--- config.mk ---
export PLATFORM = sky130hd
export DESIGN_NAME = lz77_decoder
export DESIGN_NICKNAME = d
export VERILOG_FILES = /design/src/rtl/lz77_decoder.sv
export SDC_FILE = /design/constraint.sdc
export NUM_CORES = 1
export LEC_CHECK = 0
export CORE_MARGIN = 2
export CORE_UTILIZATION = 64
export CTS_CLUSTER_SIZE = 16
export DETAILED_ROUTE_END_ITERATION = 10
export PLACE_DENSITY = 0.83
export SYNTH_ARGS = -nofsm -noshare
export SYNTH_HDL_FRONTEND = slang
export SYNTH_SLANG_ARGS = --single-unit
--- constraint.sdc ---
create_clock -name clk -period 6.8 [get_ports clk]
set_input_delay 2.04 -clock clk [delete_from_list [all_inputs] [get_ports clk]]
set_output_delay 2.04 -clock clk [all_outputs]
set_load 0.03 [all_outputs]
--- src/rtl/lz77_decoder.sv ---
// ---------------------------------------------------------------------------
// lz77_decoder
//
// Decodes an LZ77 stream of {offset, match_len, char_nxt} triples into a
// stream of characters, one per clock. A nine-entry search buffer holds the
// most recently emitted characters. sb[8] is the newest and sb[0] the oldest.
// After reset the buffer is filled with END_SGN. A literal equal to END_SGN
// marks the end of the stream. That literal is never emitted, and the block
// then parks in DONE until reset.
//
// Ports
//   clk         rising-edge clock
//   reset       synchronous, active-high reset
//   code_valid  triple on offset/match_len/char_nxt is valid
//   offset      match distance, 0 = newest buffered char, 8 = oldest
//   match_len   number of chars copied from the buffer, 0-7
//   char_nxt    literal emitted after the copy
//   code_ready  block accepts a triple this cycle (state IDLE)
//   out_valid   char_out carries one decoded char
//   char_out    decoded char, holds its value while out_valid = 0
//   encode      constant 0, the block only decodes
//   finish      end-of-stream literal has been seen
// ---------------------------------------------------------------------------
module lz77_decoder #(
    parameter int          SEARCH_LEN = 9,
    parameter logic [7:0]  END_SGN    = 8'h24
) (
    input  logic       clk,
    input  logic       reset,
    input  logic       code_valid,
    input  logic [3:0] offset,
    input  logic [2:0] match_len,
    input  logic [7:0] char_nxt,
    output logic       code_ready,
    output logic       out_valid,
    output logic [7:0] char_out,
    output logic       encode,
    output logic       finish
);

    localparam int         NEWEST     = SEARCH_LEN - 1;
    localparam logic [3:0] NEWEST_IDX = 4'(NEWEST);

    typedef enum logic [1:0] {
        IDLE,
        COPY,
        LIT,
        DONE
    } state_t;

    state_t     state_q, state_d;
    logic [3:0] off_q, off_d;
    logic [2:0] len_q, len_d;
    logic [7:0] lit_q, lit_d;
    logic       out_valid_q, out_valid_d;
    logic [7:0] char_out_q, char_out_d;
    logic       finish_q, finish_d;

    logic [7:0] sb_q [SEARCH_LEN];
    logic [7:0] sb_d [SEARCH_LEN];

    logic       shift_en;
    logic [7:0] shift_in;
    logic [3:0] rd_idx;
    logic [7:0] copy_char;

    // The offset is clamped at accept time, so rd_idx always lands in 0..NEWEST.
    assign rd_idx    = NEWEST_IDX - off_q;
    assign copy_char = sb_q[rd_idx];

    // The buffer shift moves every entry one place toward index 0 and loads
    // the new char at the newest slot. Because a copy re-reads the same index
    // after each shift, an overlapping copy reproduces its own output.
    generate
        for (genvar gi = 0; gi < NEWEST; gi++) begin : g_sb_shift
            assign sb_d[gi] = shift_en ? sb_q[gi+1] : sb_q[gi];
        end
    endgenerate
    assign sb_d[NEWEST] = shift_en ? shift_in : sb_q[NEWEST];

    always_comb begin
        state_d     = state_q;
        off_d       = off_q;
        len_d       = len_q;
        lit_d       = lit_q;
        out_valid_d = 1'b0;
        char_out_d  = char_out_q;
        finish_d    = finish_q;
        shift_en    = 1'b0;
        shift_in    = copy_char;

        case (state_q)
            IDLE: begin
                if (code_valid) begin
                    off_d   = (offset > NEWEST_IDX) ? NEWEST_IDX : offset;
                    len_d   = match_len;
                    lit_d   = char_nxt;
                    state_d = (match_len != 3'd0) ? COPY : LIT;
                end
            end
            COPY: begin
                out_valid_d = 1'b1;
                char_out_d  = copy_char;
                shift_en    = 1'b1;
                shift_in    = copy_char;
                len_d       = len_q - 3'd1;
                if (len_q == 3'd1) begin
                    state_d = LIT;
                end
            end
            LIT: begin
                if (lit_q != END_SGN) begin
                    out_valid_d = 1'b1;
                    char_out_d  = lit_q;
                    shift_en    = 1'b1;
                    shift_in    = lit_q;
                    state_d     = IDLE;
                end else begin
                    // End marker: nothing is emitted and the buffer is left untouched.
                    finish_d = 1'b1;
                    state_d  = DONE;
                end
            end
            DONE: begin
                finish_d = 1'b1;
            end
            default: begin
                state_d = IDLE;
            end
        endcase
    end

    always_ff @(posedge clk) begin
        if (reset) begin
            state_q     <= IDLE;
            off_q       <= 4'd0;
            len_q       <= 3'd0;
            lit_q       <= 8'd0;
            out_valid_q <= 1'b0;
            char_out_q  <= 8'd0;
            finish_q    <= 1'b0;
            for (int i = 0; i < SEARCH_LEN; i++) begin
                sb_q[i] <= END_SGN;
            end
        end else begin
            state_q     <= state_d;
            off_q       <= off_d;
            len_q       <= len_d;
            lit_q       <= lit_d;
            out_valid_q <= out_valid_d;
            char_out_q  <= char_out_d;
            finish_q    <= finish_d;
            for (int i = 0; i < SEARCH_LEN; i++) begin
                sb_q[i] <= sb_d[i];
            end
        end
    end

    assign code_ready = (state_q == IDLE);
    assign out_valid  = out_valid_q;
    assign char_out   = char_out_q;
    assign encode     = 1'b0;
    assign finish     = finish_q;

endmodule

Word-level counts from Yosys, hierarchy flattened
Memories as Yosys holds them, arrays and structs flattened.
Cells that the tools add are included.
Word-level totals
  memories: 1
  bits in writable memories: 72
  bits in read-only memories: 0
  bits in registers: 27
  bits in latches: 0
Operators by class
  equality and inequality tests: 10
  shift operators: 0
  bitwise gates (word level): 9
  $mul: 0
  mux-type cells: 37
  add/sub/neg operators: 2
  div/mod/pow operators: 0
  reductions and logical operators: 12
  magnitude comparators: 1
Memories
  sb_q: depth 9, bits a word 8, rd ports 9, clocked after memory_dff 0, write ports 9, line 59  | logic [7:0] sb_q [SEARCH_LEN];
Operators with widths (number)
  8-bit 2-to-1 mux: 21
  8-bit case mux with 2 select lines: 1
  2-bit AND reduction: 5
  1-bit OR: 9
  2-bit 2-to-1 mux: 4
  2-bit inequality test, second input constant: 4
  8-bit by 6-bit inequality test with 1-bit output, second input constant: 1
  2-bit case mux with 3 select lines: 1
  3-bit case mux with 2 select lines: 1
  2-bit nonzero test: 3
  3-bit nonzero test: 2
  1-bit 2-to-1 mux: 5
  2-bit equality test, second input constant: 2
  4-bit greater-than comparator, second input constant: 1
  4-bit 2-to-1 mux: 1
  1-bit case mux with 2 select lines: 2
  4-bit subtractor, first input constant: 1
  3-bit by 1-bit equality test with 1-bit output, second input constant: 1
  3-bit 2-to-1 mux: 1
  3-bit AND reduction: 1
  3-bit by 1-bit subtractor with 3-bit output, second input constant: 1
  2-bit by 1-bit equality test with 1-bit output, second input constant: 1
  2-bit zero test: 1
  1-bit inequality test, second input constant: 1

Longest topological paths before layout
Gate-level depths: netlist (run 1).
  depth in word-level cells: 6
  gate-level depth with buffers: 9

Worst setup path after synthesis (run 1)
OpenSTA, ideal clock, no wires.
  path type: input -> register
  from: input port reset
  to: memory sb_q[0][0] (enable)
  library setup time: 442 ps
  slack: 2046 ps
  data arrival time: 4312 ps
  cell stages on the path: 3
  data required time: 6358 ps
  cell sequence: clkbuf_1 -> clkbuf_1 -> nand2b_1
RTL lines
  start, declared: line 29  | input logic reset,
  end, declared: line 59

==> impl_metrics.tcl, run 1 <==
set metrics [dict create \
    final.period_utilization_pct 57.36 \
    via_count 3064 \
    worst_pin_slew_ns 0.9961 \
    clk_pin_slew_ns 0.09 \
    path_cells "inv_1 > ha_1 > inv_1 > a21oi_1 > o21ai_0 > nand2b_2 > buf_4" \
    grt_use_total_pct 23.01 \
    wl_met1_mm 3.971 \
    synth-seq-area-share_pct 56.92 \
    fin_ws_ns 2.900 \
    fin_skew_ns 0.01228 \
    antenna_found_initial 0 \
    final_cell_mix "72 x edfxtp_1, 49 x nor2b_1, 31 x nand2_1" \
    hold_slack_ns 0.4975 \
    areaGrowthSynthToFinish_pct 10.62 \
    insertedDiodeCount 0 \
    crit_arrival_ns 3.91 \
    ys_types 45 \
    endpoint_kind "flop" \
    drive_above_1_share_pct 11.41 \
    slowest_delay_ns 0.82 \
    ir_worst_vdd_mv 0.1933 \
    wl_per_cell_um 17.81 \
    holdBufCountCts 0 \
    leakage_uw 0.001754 \
    tns_ns 0 \
    slowest_stage "a21oi_1" \
    hp-class "flop to flop" \
    grt_first_pass_wirelength_mm 14.66 \
    synth_nets 407 \
    fillCellCount 518 \
    final_common_cell "edfxtp_1" \
    yosysWarnings 0 \
    start_util_pct 65.82 \
    cts_tree "yes" \
    drv_slew 0 \
    max-slew-margin-rel_pct 33.59 \
    maxCapViolCount 0 \
    synthFlopType "edfxtp_1" \
    synth_edf_count 72 \
    wl_met3_um 509 \
    setup_viol 0 \
    ant_nets 0 \
    post_cts_resized 0 \
    crit_top_cell "inv_1" \
    grt_max_degree 104 \
    syn_inst 382 \
    ios 30 \
    rsz0062_at_grt "no" \
    vias_per_cell 6.104 \
    rows 31 \
    async_flop_share_pct 0 \
    final-hold-violation-count 0 \
    drtIter0Drc 237 \
    firstDrtPassIters 5 \
    cts_inserted_buffers 9 \
    status "completed" \
    drt-total-wl_mm 8.939 \
    drc 0 \
    ys_ff_latch 99 \
    max_freq_ghz 0.2564 \
    clk_path_buf_depth 2 \
    nets 423 \
    cts.sinks 99 \
    syn-cell-area_um2 4748 \
    power-per-cell-area_nw_per_um2 353.7 \
    grt_overflow 0 \
    port_buffers 28 \
    syn-mean-instance-area_um2 12.43 \
    post-cts-setup-buffers 0 \
    gp_congestion 0.8940 \
    die_h_um 90.14 \
    critPathMaxFanout 37 \
    die_area_um2 8124 \
    clock_latency_ns 0.36 \
    die_w_um 90.14 \
    cp_data_required_time_ns 6.81 \
    crit_type "flop to flop" \
    cp-start-kind "flop" \
    grt_pass1_vias 2891 \
    wl_met2_mm 4.368 \
    post-place-ws_ns 2.949 \
    min_period_ns 3.900 \
    cts_root_buf "clkbuf_8" \
    topRoutingLayerUsed "met4" \
    dp_hpwl_mm 5.788 \
    core_um2 7214 \
    h-tree-depth 3 \
]
==> final cells by class <==
cell class,instances,area [um2],share of cell area [%]
flip-flops and latches,99,2703,51.45
well taps,99,123.9,2.358
clock inverters,7,100.1,1.906
repair buffers,31,297.8,5.669
clock buffers,9,123.9,2.358
multi-input cells,248,1871,35.61
inverters,9,33.78,0.6432
==> worst paths after layout <==
path         slack [ns]                       end  cells after the start                    start
min                0.50   state_q[0]$_SDFFE_PP0P_                      2  state_q[0]$_SDFFE_PP0P_
max reg2reg        2.90  sb_q[2][3]$_SDFFCE_PN0P_                      7  state_q[0]$_SDFFE_PP0P_
min reg2reg        0.50   state_q[0]$_SDFFE_PP0P_                      2  state_q[0]$_SDFFE_PP0P_
max                2.90  sb_q[2][3]$_SDFFCE_PN0P_                      7  state_q[0]$_SDFFE_PP0P_
==> report_power, final <==
group	internal (uW)	switching [uW]	leakage, uW	total, uW
Combinational	234	313	0.000730	546
Clock	210	211	0.000108	422
Sequential	809	81.1	0.000916	890
Total	1250	605	0.00175	1860
==> layer usage <==
metal	vias up	GRT usage [%]
met2	100	35.71
met5	-	0
li1	1456	-
met3	11	6.538
met4	0	5.256
met1	1497	32.70
==> synthesized netlist by cell type, types with 2 or more instances <==
library cell,instances,area [um2]
edfxtp_1,72,2162
nor2b_1,49,306.5
nand2_1,31,116.4
dfxtp_1,27,540.5
a21oi_1,25,125.1
mux2i_1,21,210.2
clkbuf_1,17,63.81
or2_2,16,100.1
o21ai_0,14,70.07
mux4_1,11,289.0
inv_1,8,30.03
nor2_1,8,30.03
a31oi_1,7,43.79
ha_1,7,87.58
nor4_1,7,43.79
a211o_1,6,52.55
a221o_1,6,60.06
o21bai_1,5,37.54
buf_4,4,30.03
buf_6,4,45.04
nand3b_1,4,30.03
mux2_2,3,33.78
a21o_2,2,17.52
a221oi_1,2,17.52
a311oi_1,2,17.52
and2_1,2,12.51
nand2b_1,2,12.51
nor4b_1,2,17.52
o211ai_1,2,15.01
==> cell families after synthesis <==
group | after synthesis | synth area share [%]
flops | 99 | 56.92
other cells | 1 | 0.07898
fa+ha+maj | 7 | 1.844
simple gates | 127 | 15.26
buf+inv | 35 | 3.742
xor+xnor | 1 | 0.1845
mux | 35 | 11.23
compound gates | 77 | 10.75
==> sequential cells by signal, summed over array words and instances, names as in the netlist <==
name       cells
char_out       8
lit_q          8
state_q        2
out_valid      1
finish         1
sb_q          72
off_q          4
len_q          3
==> stage by stage <==
| step | utilization, % | cell area (um2) | power [uW] | std cells |
|---|---|---|---|---|
| floorplan | - | 4748 | 1296 | 382 |
| global placement | 69.70 | 5029 | 1423 | 486 |
| detailed placement | 69.70 | 5029 | 1440 | 486 |
| CTS | 72.81 | 5253 | 1862 | 502 |
| global route | 72.81 | 5253 | 1958 | 502 |
| finish | 72.81 | 5253 | 1858 | 502 |
==> critical path: cells and delay by family (launching register included) <==
family	cells	cell delay [ns]
AOI/OAI and AO/OA	2	1.10
adders and majority gates	1	0.52
buffers and inverters	3	0.87
DFF	1	0.35
and+or+nand+nor	1	0.68
Power figures use the tool's default switching activity.
==> run 2: changes to the inputs <==
CORE_UTILIZATION = 53   (was 64)
PLACE_DENSITY = 0.73   (was 0.83)
clock period = 3.2 ns   (was 6.8 ns; I/O delays follow)
==> run 2 against run 1 <==
Effect of this change:
- clock power is 110% higher
- non-clock buffer count grew 6
- sequential share of layout area fell by 0.94 points
- global-route usage fell by 3.9 points
- worst setup slack lost 2.4 ns
- die area increased by 20%
- flip-flop and latch count unchanged
- critical path depth is 4 lower
- worst hold slack improved by 0.0056 ns
- combinational power rose by 120%
- largest power group unchanged
==> impl_metrics.tcl, run 2 (synthesis gave the netlist of run 1 again) <==
set metrics [dict create \
    clock_power_share_pct 22.4 \
    min_period_ns 2.733 \
    crit_type "flop to output pin" \
    drt-total-wl_mm 8.718 \
    insertedDiodeCount 0 \
    crit_arrival_ns 1.77 \
    final-hold-violation-count 0 \
    wl_per_cell_um 16.86 \
    seqPwrFrac_pct 47.6 \
    clk_path_buf_depth 2 \
    fillCellCount 671 \
    areaGrowthSynthToFinish_pct 12.67 \
    h-tree-depth 3 \
    dp_hpwl_mm 5.767 \
    cts.sinks 99 \
    place_area_um2 5122 \
    combPwrFrac_pct 30.0 \
    via_count 3020 \
    port_buffers 28 \
    vias_per_cell 5.841 \
    endpoint_kind "output pin" \
    drc 0 \
    worstHoldPathCells 2 \
    drive_above_1_share_pct 12.71 \
    reg2reg_depth 8 \
    maxCapViolCount 0 \
    p_sw_share_pct 32.56 \
    final_area_um2 5350 \
    top_register "sb_q" \
    final_common_cell "edfxtp_1" \
    clock_latency_ns 0.36 \
    p_int_uw 2668 \
    drv_slew 0 \
    slowest_delay_ns 0.71 \
    critPathMaxFanout 6 \
    path_cells "inv_1 > ha_1 > clkdlybuf4s50_1" \
    tns_ns 0 \
    drtIter0Drc 170 \
    leakage_uw 0.001796 \
    start_util_pct 54.45 \
    rows 34 \
    worst_pin_slew_ns 0.7633 \
    max-slew-margin-rel_pct 48.87 \
    grt_first_pass_wirelength_mm 14.62 \
    cts_inserted_buffers 9 \
    final.period_utilization_pct 85.41 \
    nets 429 \
    hp-class "flop to flop" \
    power.switching_uw 1288 \
    grt_use_total_pct 19.15 \
    die_w_um 98.65 \
    final_cell_mix "72 x edfxtp_1, 49 x nor2b_1, 31 x nand2_1" \
    fin_skew_ns 0.01167 \
    grt_max_degree 74 \
    firstDrtPassIters 5 \
    power-per-cell-area_nw_per_um2 739.5 \
    ir_worst_vdd_mv 0.3752 \
    cp_data_required_time_ns 2.24 \
    holdBufCountCts 0 \
    critPathTopFamily "buffers and inverters" \
    ios 30 \
    largest_register_ffs 72 \
    status "completed" \
    cts_tree "yes" \
    critPathBufInv 2 \
    post-cts-setup-buffers 0 \
    cp-start-kind "flop" \
    max_freq_ghz 0.3659 \
    cts_root_buf "clkbuf_8" \
    setup_viol 0 \
    grt_pass1_vias 2879 \
    cp.depth 3 \
    post_cts_resized 0 \
    gp_congestion 0.8059 \
    antenna_found_initial 0 \
    ant_nets 0 \
    clk_pin_slew_ns 0.10 \
    slowest_stage "clkdlybuf4s50_1" \
    rsz0062_at_grt "no" \
    grt_overflow 0 \
    die_h_um 98.65 \
    die_area_um2 9732 \
    core_um2 8721 \
]
run 2: cell types whose count changed in the layout (fill, tap and decap cells not counted):
cell / delta
buf_12: +3
inv_6: -1
bufinv_16: -1
clkinv_2: -1
buf_4: +3
inv_8: +2
clkbuf_16: +1
run 2: area by class of cell:
type / count / area [um2] / share of cell area [%]
Timing Repair Buffer: 37 / 380.4 / 7.109
Inverter: 9 / 33.78 / 0.6314
Sequential cell: 99 / 2703 / 50.51
Clock inverter: 6 / 78.83 / 1.473
Tap cell: 108 / 135.1 / 2.526
Multi-Input combinational cell: 248 / 1871 / 34.96
Clock buffer: 10 / 148.9 / 2.783
run 2: worst register-to-register path, delay by kind of cell (launching register included):
kind                       cells  cell delay (ns)
DFF                            1             0.35
buffers and inverters          4             0.91
AOI/OAI and AO/OA              2             0.32
adders and majority gates      1             0.51
and+or+nand+nor                1             0.15
run 2: metrics by stage:
step | total power (uW) | setup slack, ns | cells | util (%) | hold slack, ns
2_1_floorplan | 2749 | 0.3698 | 382 | - | 0.4582
3_3_place_gp | 3070 | 0.7273 | 501 | 58.74 | 0.4786
3_5_place_dp | 3091 | 0.6686 | 501 | 58.74 | 0.4876
4_1_cts | 3986 | 0.4307 | 517 | 61.35 | 0.5027
5_1_grt | 4182 | 0.3685 | 517 | 61.35 | 0.5218
6_report | 3957 | 0.4670 | 517 | 61.35 | 0.5032
run 2: final timing paths:
path / startpoint / to / slack, ns
hold reg to reg: len_q[1]$_SDFFE_PP0P_ / len_q[1]$_SDFFE_PP0P_ / 0.50
hold / removal: len_q[1]$_SDFFE_PP0P_ / len_q[1]$_SDFFE_PP0P_ / 0.50
setup / recovery: state_q[1]$_SDFFE_PP0P_ / code_ready / 0.47
setup reg to reg: state_q[0]$_SDFFE_PP0P_ / sb_q[5][0]$_SDFFCE_PN0P_ / 0.61
run 2: per-layer routing:
metal  GRT usage [%]  share of wire (%)  vias to the layer above
li1                -                  -                     1461
met1           28.17                 47                     1458
met2           28.05                 45                       95
met3           5.248                6.0                        6
met4           5.796                1.1                        0
met5               0                  0                        -
run 2: power by group through the flow:
stage               Sequential, uW  Combinational (uW)  Clock, uW
finish                        1880                1190        886
global route                  1920                1310        955
CTS                           1880                1190        912
detailed placement            1910                1190          0
global placement              1910                1160          0
floorplan                     1920                 831          0
==> run 3: changes to the inputs <==
TNS_END_PERCENT = 1   (was not set)
==> results of run 3 <==
No change in the layout: final DEF, timing and power equal those of run 2.
